## src/rtl/quad_encoder_pkg.sv

```systemverilog
// -----------------------------------------------------------------------------
// quad_encoder_pkg
// Shared constants and types for the quadrature encoder interface:
//   DEFAULT_CLOCK_FREQ : default system clock frequency in Hz
//   DATA_W             : width of the position / velocity words
//   step_t             : decoded quadrature step (+1 / 0 / -1 / illegal)
//   decode_step()      : maps previous and current filtered {A,B} to a step
// -----------------------------------------------------------------------------
package quad_encoder_pkg;

    localparam int unsigned DEFAULT_CLOCK_FREQ = 16_000_000;
    localparam int          DATA_W             = 24;

    typedef enum logic [1:0] {
        STEP_NONE    = 2'b00,
        STEP_INC     = 2'b01,
        STEP_DEC     = 2'b10,
        STEP_ILLEGAL = 2'b11
    } step_t;

    // Forward rotation is 00 -> 01 -> 11 -> 10 -> 00. Any change of both
    // bits at once has no defined direction and is reported as illegal.
    function automatic step_t decode_step(input logic [1:0] prev,
                                          input logic [1:0] curr);
        step_t step;
        case ({prev, curr})
            4'b00_01, 4'b01_11, 4'b11_10, 4'b10_00: step = STEP_INC;
            4'b00_10, 4'b10_11, 4'b11_01, 4'b01_00: step = STEP_DEC;
            4'b00_11, 4'b11_00, 4'b01_10, 4'b10_01: step = STEP_ILLEGAL;
            default:                                step = STEP_NONE;
        endcase
        return step;
    endfunction

endpackage

```

## src/rtl/quad_filter.sv

```systemverilog
// -----------------------------------------------------------------------------
// quad_filter
// One encoder channel: 2-flop synchronizer followed by a stability filter.
// The filtered level only follows the synchronized level after the two have
// disagreed for FILTER_LEN consecutive cycles.
// Ports:
//   CLK   : system clock
//   reset : asynchronous active-high reset (synchronizer and level go to 0)
//   pin   : raw channel input, asynchronous to CLK
//   level : debounced channel level
// -----------------------------------------------------------------------------
module quad_filter #(
    parameter int unsigned FILTER_LEN = 4
) (
    input  logic CLK,
    input  logic reset,
    input  logic pin,
    output logic level
);

    logic       sync_meta;
    logic       sync_q;
    logic [3:0] count;

    // NOTE: every clocked process uses non-blocking assignments so all flops
    // sample their inputs from the same pre-edge values.
    always_ff @(posedge CLK or posedge reset) begin
        if (reset) begin
            sync_meta <= 1'b0;
            sync_q    <= 1'b0;
        end else begin
            sync_meta <= pin;
            sync_q    <= sync_meta;
        end
    end

    // Count consecutive disagreeing cycles; any agreement restarts the count.
    always_ff @(posedge CLK or posedge reset) begin
        if (reset) begin
            count <= '0;
            level <= 1'b0;
        end else if (sync_q == level) begin
            count <= '0;
        end else if (count == 4'(FILTER_LEN - 1)) begin
            level <= sync_q;
            count <= '0;
        end else begin
            count <= count + 4'd1;
        end
    end

endmodule

```

## src/rtl/quad_encoder.sv

```systemverilog
// -----------------------------------------------------------------------------
// quad_encoder
// 4x quadrature decoder with input filtering, wrapping 24-bit position,
// sticky illegal-transition flag and windowed velocity measurement.
// Ports:
//   CLK            : system clock, all logic on its rising edge
//   reset          : asynchronous active-high reset
//   A, B           : encoder channels, asynchronous to CLK
//   zero           : synchronous clear of position, snapshot and error
//   position       : signed accumulated count (wraps modulo 2^24)
//   velocity       : position change over the last velocity window
//   velocity_valid : one-cycle pulse when velocity updates
//   error          : sticky flag for a two-bit transition
// -----------------------------------------------------------------------------
module quad_encoder
    import quad_encoder_pkg::*;
#(
    parameter int unsigned CLOCK_FREQ    = DEFAULT_CLOCK_FREQ,
    parameter int unsigned VELOCITY_FREQ = 1000,
    parameter int unsigned FILTER_LEN    = 4
) (
    input  logic                     CLK,
    input  logic                     reset,
    input  logic                     A,
    input  logic                     B,
    input  logic                     zero,
    output logic signed [DATA_W-1:0] position,
    output logic signed [DATA_W-1:0] velocity,
    output logic                     velocity_valid,
    output logic                     error
);

    localparam int unsigned WINDOW = CLOCK_FREQ / VELOCITY_FREQ;
    localparam int unsigned WIN_W  = (WINDOW > 1) ? $clog2(WINDOW) : 1;

    logic                     level_a;
    logic                     level_b;
    logic [1:0]               curr_level;
    logic [1:0]               prev_level;
    step_t                    step;
    logic [WIN_W-1:0]         win_count;
    logic                     terminal;
    logic signed [DATA_W-1:0] snapshot;

    quad_filter #(.FILTER_LEN(FILTER_LEN)) u_filter_a (
        .CLK   (CLK),
        .reset (reset),
        .pin   (A),
        .level (level_a)
    );

    quad_filter #(.FILTER_LEN(FILTER_LEN)) u_filter_b (
        .CLK   (CLK),
        .reset (reset),
        .pin   (B),
        .level (level_b)
    );

    assign curr_level = {level_a, level_b};
    assign step       = decode_step(prev_level, curr_level);
    assign terminal   = (win_count == WIN_W'(WINDOW - 1));

    // prev_level resets to 00, so the first accepted level after reset is
    // decoded as an ordinary transition out of 00.
    always_ff @(posedge CLK or posedge reset) begin
        if (reset) begin
            prev_level <= 2'b00;
            position   <= '0;
            error      <= 1'b0;
        end else begin
            prev_level <= curr_level;
            if (zero) begin
                position <= '0;
                error    <= 1'b0;
            end else begin
                // NOTE: the empty default keeps the case full; position and
                // error simply hold, no latch is involved in a clocked block.
                case (step)
                    STEP_INC:     position <= position + DATA_W'(1);
                    STEP_DEC:     position <= position - DATA_W'(1);
                    STEP_ILLEGAL: error    <= 1'b1;
                    default:      ;
                endcase
            end
        end
    end

    // Velocity is taken from the registered position, so a step landing on
    // the terminal cycle is counted in the following window.
    always_ff @(posedge CLK or posedge reset) begin
        if (reset) begin
            win_count      <= '0;
            velocity       <= '0;
            velocity_valid <= 1'b0;
            snapshot       <= '0;
        end else begin
            velocity_valid <= terminal;
            win_count      <= terminal ? '0 : win_count + WIN_W'(1);
            if (terminal) begin
                velocity <= position - snapshot;
            end
            if (zero) begin
                snapshot <= '0;
            end else if (terminal) begin
                snapshot <= position;
            end
        end
    end

endmodule

```

## config.mk

```make
export PLATFORM = sky130hd
export DESIGN_NAME = quad_encoder
export DESIGN_NICKNAME = d
export VERILOG_FILES = /design/src/rtl/quad_encoder_pkg.sv /design/src/rtl/quad_filter.sv /design/src/rtl/quad_encoder.sv
export SDC_FILE = /design/constraint.sdc
export NUM_CORES = 1
export LEC_CHECK = 0
export ABC_AREA = 1
export ABC_CLOCK_PERIOD_IN_PS = 5200
export CAP_MARGIN = 40
export CORE_MARGIN = 2
export CORE_UTILIZATION = 55
export CTS_CLUSTER_SIZE = 12
export DETAILED_ROUTE_END_ITERATION = 12
export PLACE_DENSITY = 0.73
export SLEW_MARGIN = 20
export SYNTH_ARGS = -nofsm -noshare
export SYNTH_HDL_FRONTEND = slang
export SYNTH_SLANG_ARGS = --single-unit
```

## constraint.sdc

```tcl
create_clock -name CLK -period 5.2 [get_ports CLK]
set_input_delay 1.04 -clock CLK [delete_from_list [all_inputs] [get_ports CLK]]
set_output_delay 1.04 -clock CLK [all_outputs]
set_load 0.01 [all_outputs]
```

==> results of run 1 <==
worst max path at each step:
stage                        end  cells past startpoint              from
floorplan                  error                      1             reset
global placement     position[4]                      9              zero
detailed placement   position[4]                      9              zero
CTS                  position[4]                     12  u_filter_a.level
global route        snapshot[18]                      8      win_count[0]
finish               position[4]                     12  u_filter_b.level
power by group:
group          switching (uW)  leakage [uW]  internal [uW]
clock                     308      0.000130            341
sequential                231       0.00139            919
combinational            2190       0.00250           1120
registers in the layout, indices dropped and copies added, names as in the netlist, 2 cells and up:
signal            cells
u_filter_a.count      4
position             24
velocity             24
u_filter_b.count      4
snapshot             24
win_count            14
prev_level            2
layout make-up:
type                       count  area [sq um]
tap                          172         215.2
clock inverter                 3         25.02
fill                        1181          4546
clock buffer                  13         250.2
timing repair buffer          58         583.1
sequential                   104          2603
multi-input combinational    711          3921
inverter                     140         528.0
routing by layer:
metal,routed length [um],track usage
met1,8293,0.3662
met2,8737,0.4487
met3,1018,0.03682
met4,385,0.1017
met5,0,0
kinds of logic (layout without fill, tap and decap cells):
family | count (synthesis) | in the layout | share of synthesized area
xor+xnor | 32 | 32 | 0.03914
flops | 104 | 104 | 0.3634
buf+inv | 160 | 214 | 0.08894
simple gates | 503 | 503 | 0.3332
compound gates | 146 | 146 | 0.1218
fa+ha+maj | 30 | 30 | 0.05347
through the flow:
step	util	setup slack, ps	hold slack [ps]	cell area [sq um]
floorplan	-	1428	331.2	7161
global placement	0.6180	1879	333.1	7830
detailed placement	0.6195	1813	337.8	7850
CTS	0.6413	2077	354.4	8125
global route	0.6413	1750	370.7	8125
finish	0.6413	2064	352.3	8125
placed cells by master (no fill, tap or decap), drive strengths merged:
master,count
a211oi,2
a21boi,1
a21oi,41
a31oi,2
and2,2
and3,2
buf,4
clkbuf,13
clkdlybuf4s50,54
clkinv,1
clkinvlp,1
dfrtp,104
fa,1
ha,29
inv,141
nand2,281
nand3,98
nand3b,1
nand4,11
nor2,91
nor3,11
nor4,3
o211a,1
o211ai,1
o21a,1
o21ai,44
o21bai,3
o22ai,32
o31ai,1
o41ai,17
or2,3
xnor2,10
xor2,22
==> results.md, run 1 <==
* Post-route insts no fill at 1,201
* DP HPWL at 13,900 um
* TritonCTS clock tree: yes
* First-pass GRT wire length at 30,500 um
* Reg2reg end: position[4]
* Crit Path Max Fanout at 26
* CTS max path bufs at 2
* Initial antenna violation count at 0
* Vias/cell at 5.507
* Die area at 13,950 sq um
* Largest net degree at the start of global routing at 43
* Final wirelength at 18,440 um
* Reg2Reg Depth at 12
* # nets final at 1,059
* CP Launch Type: flip-flop
* Top FF cell, synth: dfrtp_1
* Layout area overhead at 13.47%
* Largest area contributor in the netlist: dfrtp_1
* Netlist cell types at 41
* Most frequent cell on the critical path: inv_1
* Hold wc startpoint: u_filter_b.sync_meta
* Ant diodes at 0
* CTS resizes at 0
* Least-Margin Pin Slew at 747.5 ps
* Starting Density at 0.5651
* Iter 0 DRT Violations at 561
* Final slew viol count at 0
* Total grt overflow at 0
* Worst vdd ir at 0.0003420 V
* Routed len/inst at 15.35 um
* Inst Count DP at 1,185
* RSZ-0062 raised after global routing: false
* Lkg Pwr at 0.004025 uW
* Post-CTS Setup Bufs at 0
* Post-synth EDFFs at 0
* Core area at 12,670 sq um
* Tmin final at 3136 ps
* CP Class: reg -> reg
* 1st-pass router iterations at 5
* GRT Total Usage at 0.2726
* Final worst path period share at 0.6030
* Clock skew at 12.14 ps
* Sequential share of the synthesized area at 0.3634
* WHS Path Cells at 0
* CP max-delay cell: nor2_4
* Die Wd at 118.1 um
* PwrDens at 629.5 nW/um^2
* I/O pin count at 55
* Buf/Inv on CP at 3
* CTS sink count at 104
* Synthesized instance count at 975
* CP peak stage delay at 500 ps
* Commonest cells post-synth: 243 x nand2_1, 133 x inv_1, 104 x dfrtp_1, 97 x nand3_1, 69 x nor2_1
* PortBufs at 54
* Layout cells sized above 1 at 0.08844
* Crit path capture type: flip-flop
* Ys Warns at 0
* CP cell instances: inv_1, nand2_1, nand3_1, nand2_2, nand2_4, nand3_2, inv_1, nor2_4, inv_2, a21oi_1, o21ai_1, o21ai_0
* Mapped Area at 7161 sq um
* Status: finished, final reports clean
* Vias in the first global route at 6,241
* Reg-to-Reg Start: u_filter_b.level
* Clock slew at reported path FFs at 70 ps
* RePlAce Congestion at 0.9029
* Skew-Pair Late Insertion Delay at 360 ps
* Hold buffers post-CTS at 0
* Most common cell in the synthesized netlist: nand2_1
* Setup tns final at 0 ps
* Die Ht at 118.1 um
* Arrival @ worst endpoint at 3410 ps
* Final Hold Viols at 0
* Final setup vio count at 0
* Total power at 5115 uW
* Max_slew headroom at 0.5004
* Synthesized area per cell at 7.344 sq um
* Drt drc at 0
* Synth area leaders: dfrtp_1 36%, nand2_1 13%, inv_1 7.0%, nand3_1 6.8%, ha_1 5.1%
* Ys async rst share at 1.000
* Syn_nets at 1,010
* FP Rows at 41
* Num CTS Buffers at 9
* Vias at 6,614
* Largest delay share family, worst path: simple AND/OR/NAND/NOR gates
* Hold EP: u_filter_b.sync_q
* Top cell type's share of synthesized area at 0.3634
* Max Cap Viol at 0
* Root buffer cell: clkbuf_16
* H-Tree Level Count at 3
* R2r setup slk at 2060 ps
* Post-route ant nets at 0
* Max Clock Freq at 0.3189 GHz
* Seq cells post-synth at 104
* Critical Path RT at 5470 ps
* Hold crit path type: reg -> reg
Note: power is estimated with default switching activity, not from simulation.
==> run 2, diff against run 1 <==
- ABC_CLOCK_PERIOD_IN_PS: 5200 -> 3300
- clock period: 5.2 -> 3.3 ns (I/O delays scaled with it)
==> run 2 against run 1 <==
Cell area is 1.4% higher. Routed wire length is 1.1% lower. Critical endpoint is now velocity[14]. Worst setup slack worse by 1500 ps. Die area stayed put. Total power is 59% higher.
==> results.md, run 2 (synthesis results as in run 1) <==
* Hold buffers post-CTS at 0
* Final core utilization at 0.6505
* Crit path capture type: flip-flop
* Core area at 12,670 sq um
* Final wirelength at 18,230 um
* Clock slew at reported path FFs at 70 ps
* Least-Margin Pin Slew at 737.9 ps
* Largest registers: position (24), snapshot (24), velocity (24)
* Starting Density at 0.5651
* Arrival @ worst endpoint at 3030 ps
* Area occupied by multi-input gates at 3921 sq um
* Placed inst area at 7944 sq um
* DP HPWL at 13,980 um
* Iter 0 DRT Violations at 423
* Skew-Pair Late Insertion Delay at 360 ps
* Total grt overflow at 0
* Hold EP: u_filter_b.sync_q
* First-pass GRT wire length at 30,570 um
* 1st-pass router iterations at 5
* Vias at 6,590
* Post-route insts no fill at 1,210
* TritonCTS clock tree: yes
* Hold crit path type: reg -> reg
* CP Launch Type: flip-flop
* Post-CTS Setup Bufs at 0
* Clock skew at 13.03 ps
* H-Tree Level Count at 3
* Worst vdd ir at 0.0005190 V
* # nets final at 1,068
* CTS sink count at 104
* Vias in the first global route at 6,252
* PortBufs at 54
* Reg-to-Reg Start: position[0]
* Max Clock Freq at 0.3596 GHz
* Crit Path Max Fanout at 5
* Layout cells sized above 1 at 0.09923
* Num CTS Buffers at 9
* R2r setup slk at 520 ps
* CTS resizes at 0
* Final worst path period share at 0.8427
* Die Ht at 118.1 um
* Critical Path Start: position[0]
* FP Rows at 41
* Drt drc at 0
* Initial antenna violation count at 0
* Final Hold Viols at 0
* Critical Path RT at 3550 ps
* Tmin final at 2781 ps
* RSZ-0062 raised after global routing: false
* PwrDens at 989.1 nW/um^2
* Largest net degree at the start of global routing at 35
* I/O pin count at 55
* Reg area at 2603 sq um
* Fillers at 1,181
* Root buffer cell: clkbuf_16
* Final slew viol count at 0
* Die Wd at 118.1 um
* RePlAce Congestion at 0.9465
* Hold wc startpoint: u_filter_b.sync_meta
* Final instance area at 8243 sq um
* Layout area overhead at 15.11%
* Inst Count DP at 1,194
* CTS max path bufs at 2
* Lkg Pwr at 0.004090 uW
* CP Class: reg -> reg
* GRT Total Usage at 0.2718
* Post-route ant nets at 0
* WHS Path Cells at 0
* Die area at 13,950 sq um
* Max_slew headroom at 0.5016
* Total power at 8153 uW
* Setup tns final at 0 ps
* Status: finished, final reports clean
* Routed len/inst at 15.07 um
* Ant diodes at 0
* Max Cap Viol at 0
* Reg2reg end: velocity[14]
* Final setup vio count at 0
* Vias/cell at 5.446
* Reg2Reg Depth at 13
* Commonest non-fill, non-tap cell in the layout: nand2_1
* Most frequent cells in the layout: 243 x nand2_1, 132 x inv_1, 104 x dfrtp_1, 97 x nand3_1, 69 x nor2_1
==> run 2: worst max path at each step <==
stage,to,slack (ps),depth (start not counted)
floorplan,velocity[14],920,13
global placement,velocity[14],650,13
detailed placement,velocity[14],560,13
CTS,velocity[14],550,13
global route,velocity[14],280,13
finish,velocity[14],520,13
==> run 2: critical path: stages, from the launching register on <==
cell and delay, ps:
dfrtp_1 440, inv_1 120, ha_1 250, fa_1 400, o21ai_0 560, nand2_1 100, nand2_1 140, nand2_1 60
nand2_1 90, a31oi_1 110, o21ai_0 190, nand2_1 70, nand3_1 80, nand2_1 50
==> run 2: area by class of cell <==
| class | count | area share |
|---|---|---|
| clock buffers | 10 | 0.02899 |
| clock inverters | 6 | 0.007286 |
| inverters | 140 | 0.06421 |
| multi-input cells | 711 | 0.4757 |
| flip-flops and latches | 104 | 0.3157 |
| well taps | 172 | 0.02611 |
| repair buffers | 67 | 0.08197 |
==> run 2: through the flow <==
stage | setup slack [ps] | hold slack, ps
2_1_floorplan | 918.8 | 331.2
3_3_place_gp | 647.1 | 332.3
3_5_place_dp | 555.9 | 337.3
5_1_grt | 281.3 | 362.3
4_1_cts | 548.1 | 354.7
6_report | 519.0 | 353.6
==> run 2: where the power goes <==
part	switching, uW	internal (uW)
sequential	335	1450
clock	517	551
combinational	3460	1840
total	4310	3840
==> run 2: per-layer routing <==
metal,GRT usage,vias up,wire (um),share of wire
met4,0.1054,0,473,0.026
met5,0,-,0,0
met1,0.3607,3046,8348,0.46
met2,0.4408,198,8466,0.46
met3,0.04942,32,944,0.052
li1,-,3314,-,-
==> run 3, diff against run 2 <==
- ABC_CLOCK_PERIOD_IN_PS: 3300 -> 2600
- clock period: 3.3 -> 2.6 ns (I/O delays scaled with it)
==> run 3 against run 2 <==
Count of clock-buffer cells in the layout rose by 3. Critical path type unchanged. Highest routed layer unchanged. Non-clock buffer count rose by 21. Sequential share of layout area fell by 0.57 points. Sequential power rose by 21%. Die area did not move. Combinational power rose by 35%. Hold slack got worse by 5.4 ps.
==> results.md, run 3 (synthesis results as in run 1) <==
* Status: finished, final reports clean
* Fillers at 1,172
* Final wirelength at 18,330 um
* Commonest non-fill, non-tap cell in the layout: nand2_1
* CTS max path bufs at 2
* Met2 usage at 0.4346
* Reg2Reg Depth at 10
* Max Cap Viol at 0
* H-Tree Level Count at 3
* Critical Path RT at 2830 ps
* 1st-pass router iterations at 6
* Final Worst Setup Slack at 168.1 ps
* Final instance area at 8394 sq um
* Crit path capture type: flip-flop
* I/O pin count at 55
* Routed len/inst at 14.91 um
* Crit Path Max Fanout at 8
* Least-Margin Pin Slew at 721.1 ps
* Die Ht at 118.1 um
* Most frequent cells in the layout: 242 x nand2_1, 132 x inv_1, 104 x dfrtp_1, 97 x nand3_1, 69 x nor2_1
* Total power at 10,600 uW
* First-pass GRT wire length at 31,440 um
* Area occupied by multi-input gates at 3938 sq um
* Ant diodes at 0
* CTS sink count at 104
* # nets final at 1,089
* PortBufs at 54
* Skew-Pair Late Insertion Delay at 360 ps
* Final Hold Viols at 0
* Largest registers: position (24), snapshot (24), velocity (24)
* Starting Density at 0.5651
* Hold crit path type: reg -> reg
* Initial antenna violation count at 0
* CP Launch Type: flip-flop
* Clock slew at reported path FFs at 70 ps
* Vias in the first global route at 6,295
* WHS Path Cells at 0
* RSZ-0062 raised after global routing: true
* GRT met3 Usage at 0.06250
* Vias/cell at 5.418
* PwrDens at 1263 nW/um^2
* RePlAce Congestion at 0.9760
* Final worst path period share at 0.9354
* DP HPWL at 14,160 um
* Final slew viol count at 0
* FP Rows at 41
* Core area at 12,670 sq um
* Iter 0 DRT Violations at 581
* Reg area at 2603 sq um
* Total grt overflow at 0
* Pre-CTS setup slack at 203.0 ps
* Worst vdd ir at 0.0006630 V
* TritonCTS clock tree: yes
* Die Wd at 118.1 um
* GRT Total Usage at 0.2801
* Root buffer cell: clkbuf_16
* Max_slew headroom at 0.5130
* Final setup vio count at 0
* Max Clock Freq at 0.4112 GHz
* Layout area overhead at 17.23%
* Num CTS Buffers at 9
* Gr busiest metal: met2
* Post-route ant nets at 0
* CP Class: reg -> reg
* GR Util met1 at 0.3933
* Tmin final at 2432 ps
* Clock skew at 11.35 ps
* Placed inst area at 8079 sq um
* Lkg Pwr at 0.004177 uW
* Vias at 6,664
* Layout cells sized above 1 at 0.1172
* Arrival @ worst endpoint at 2670 ps
* Die area at 13,950 sq um
* Drt drc at 0
* Largest net degree at the start of global routing at 43
==> run 3: cell count changes in the layout (fill, tap and decap cells not counted), sizes merged <==
cell,previous run,this run
clkbuf,10,14
buf,13,33
clkinvlp,1,3
clkinv,2,0
inv,143,139
==> run 3: worst paths after layout <==
| kind | startpoint | endpoint | slack [ps] |
|---|---|---|---|
| worst max-delay path | position[4] | velocity[23] | 170 |
| worst min-delay path | u_filter_a.sync_meta | u_filter_a.sync_q | 350 |
| worst max register to register | position[4] | velocity[23] | 170 |
| worst min register to register | u_filter_a.sync_meta | u_filter_a.sync_q | 350 |
| max in group asynchronous | reset | position[15] | 1530 |
| min in group asynchronous | reset | u_filter_a.count[0] | 520 |
==> run 3: what timing repair did <==
item / in CTS / in global routing
gates resized for setup: 0 / 8
endpoints found under the setup margin: 0 / 14
hold buffers: 0 / 0
setup buffers: 0 / 2
==> run 3: critical path: stages, from the launching register on <==
cell and delay (ps):
dfrtp_1 520, ha_1 440, nand2_1 120, o21ai_0 280
nor2_1 110, o21ai_0 300, nand3_1 120, nand3_1 110
a21oi_1 40, o21ai_0 200, nand2_1 70
==> run 3: cell type report <==
class | count | share of cell area
tap | 172 | 0.02564
multi-input combinational | 711 | 0.4691
timing repair buffer | 88 | 0.09942
clock inverter | 2 | 0.001789
inverter | 140 | 0.06305
sequential | 104 | 0.3100
clock buffer | 13 | 0.03100
==> run 3: through the flow <==
| stage | cells | util | TNS (ps) | hold slack (ps) |
|---|---|---|---|---|
| CTS | 1227 | 0.6593 | 0 | 352.6 |
| detailed placement | 1212 | 0.6376 | 0 | 337.3 |
| finish | 1230 | 0.6625 | 0 | 348.2 |
| floorplan | 975 | - | 0 | 331.2 |
| global route | 1230 | 0.6625 | -36.07 | 361.5 |
| global placement | 1212 | 0.6376 | 0 | 333.1 |
==> run 3: where the power goes <==
group | switching, uW | internal, uW | total (uW)
combinational | 4620 | 2540 | 7160
sequential | 306 | 1840 | 2150
clock | 591 | 698 | 1290
==> run 3: layer usage <==
layer  vias up  wire length, um
li1       3356                -
met1      3084             8598
met2       196             8389
met3        28              983
met4         0              362
met5         -                0
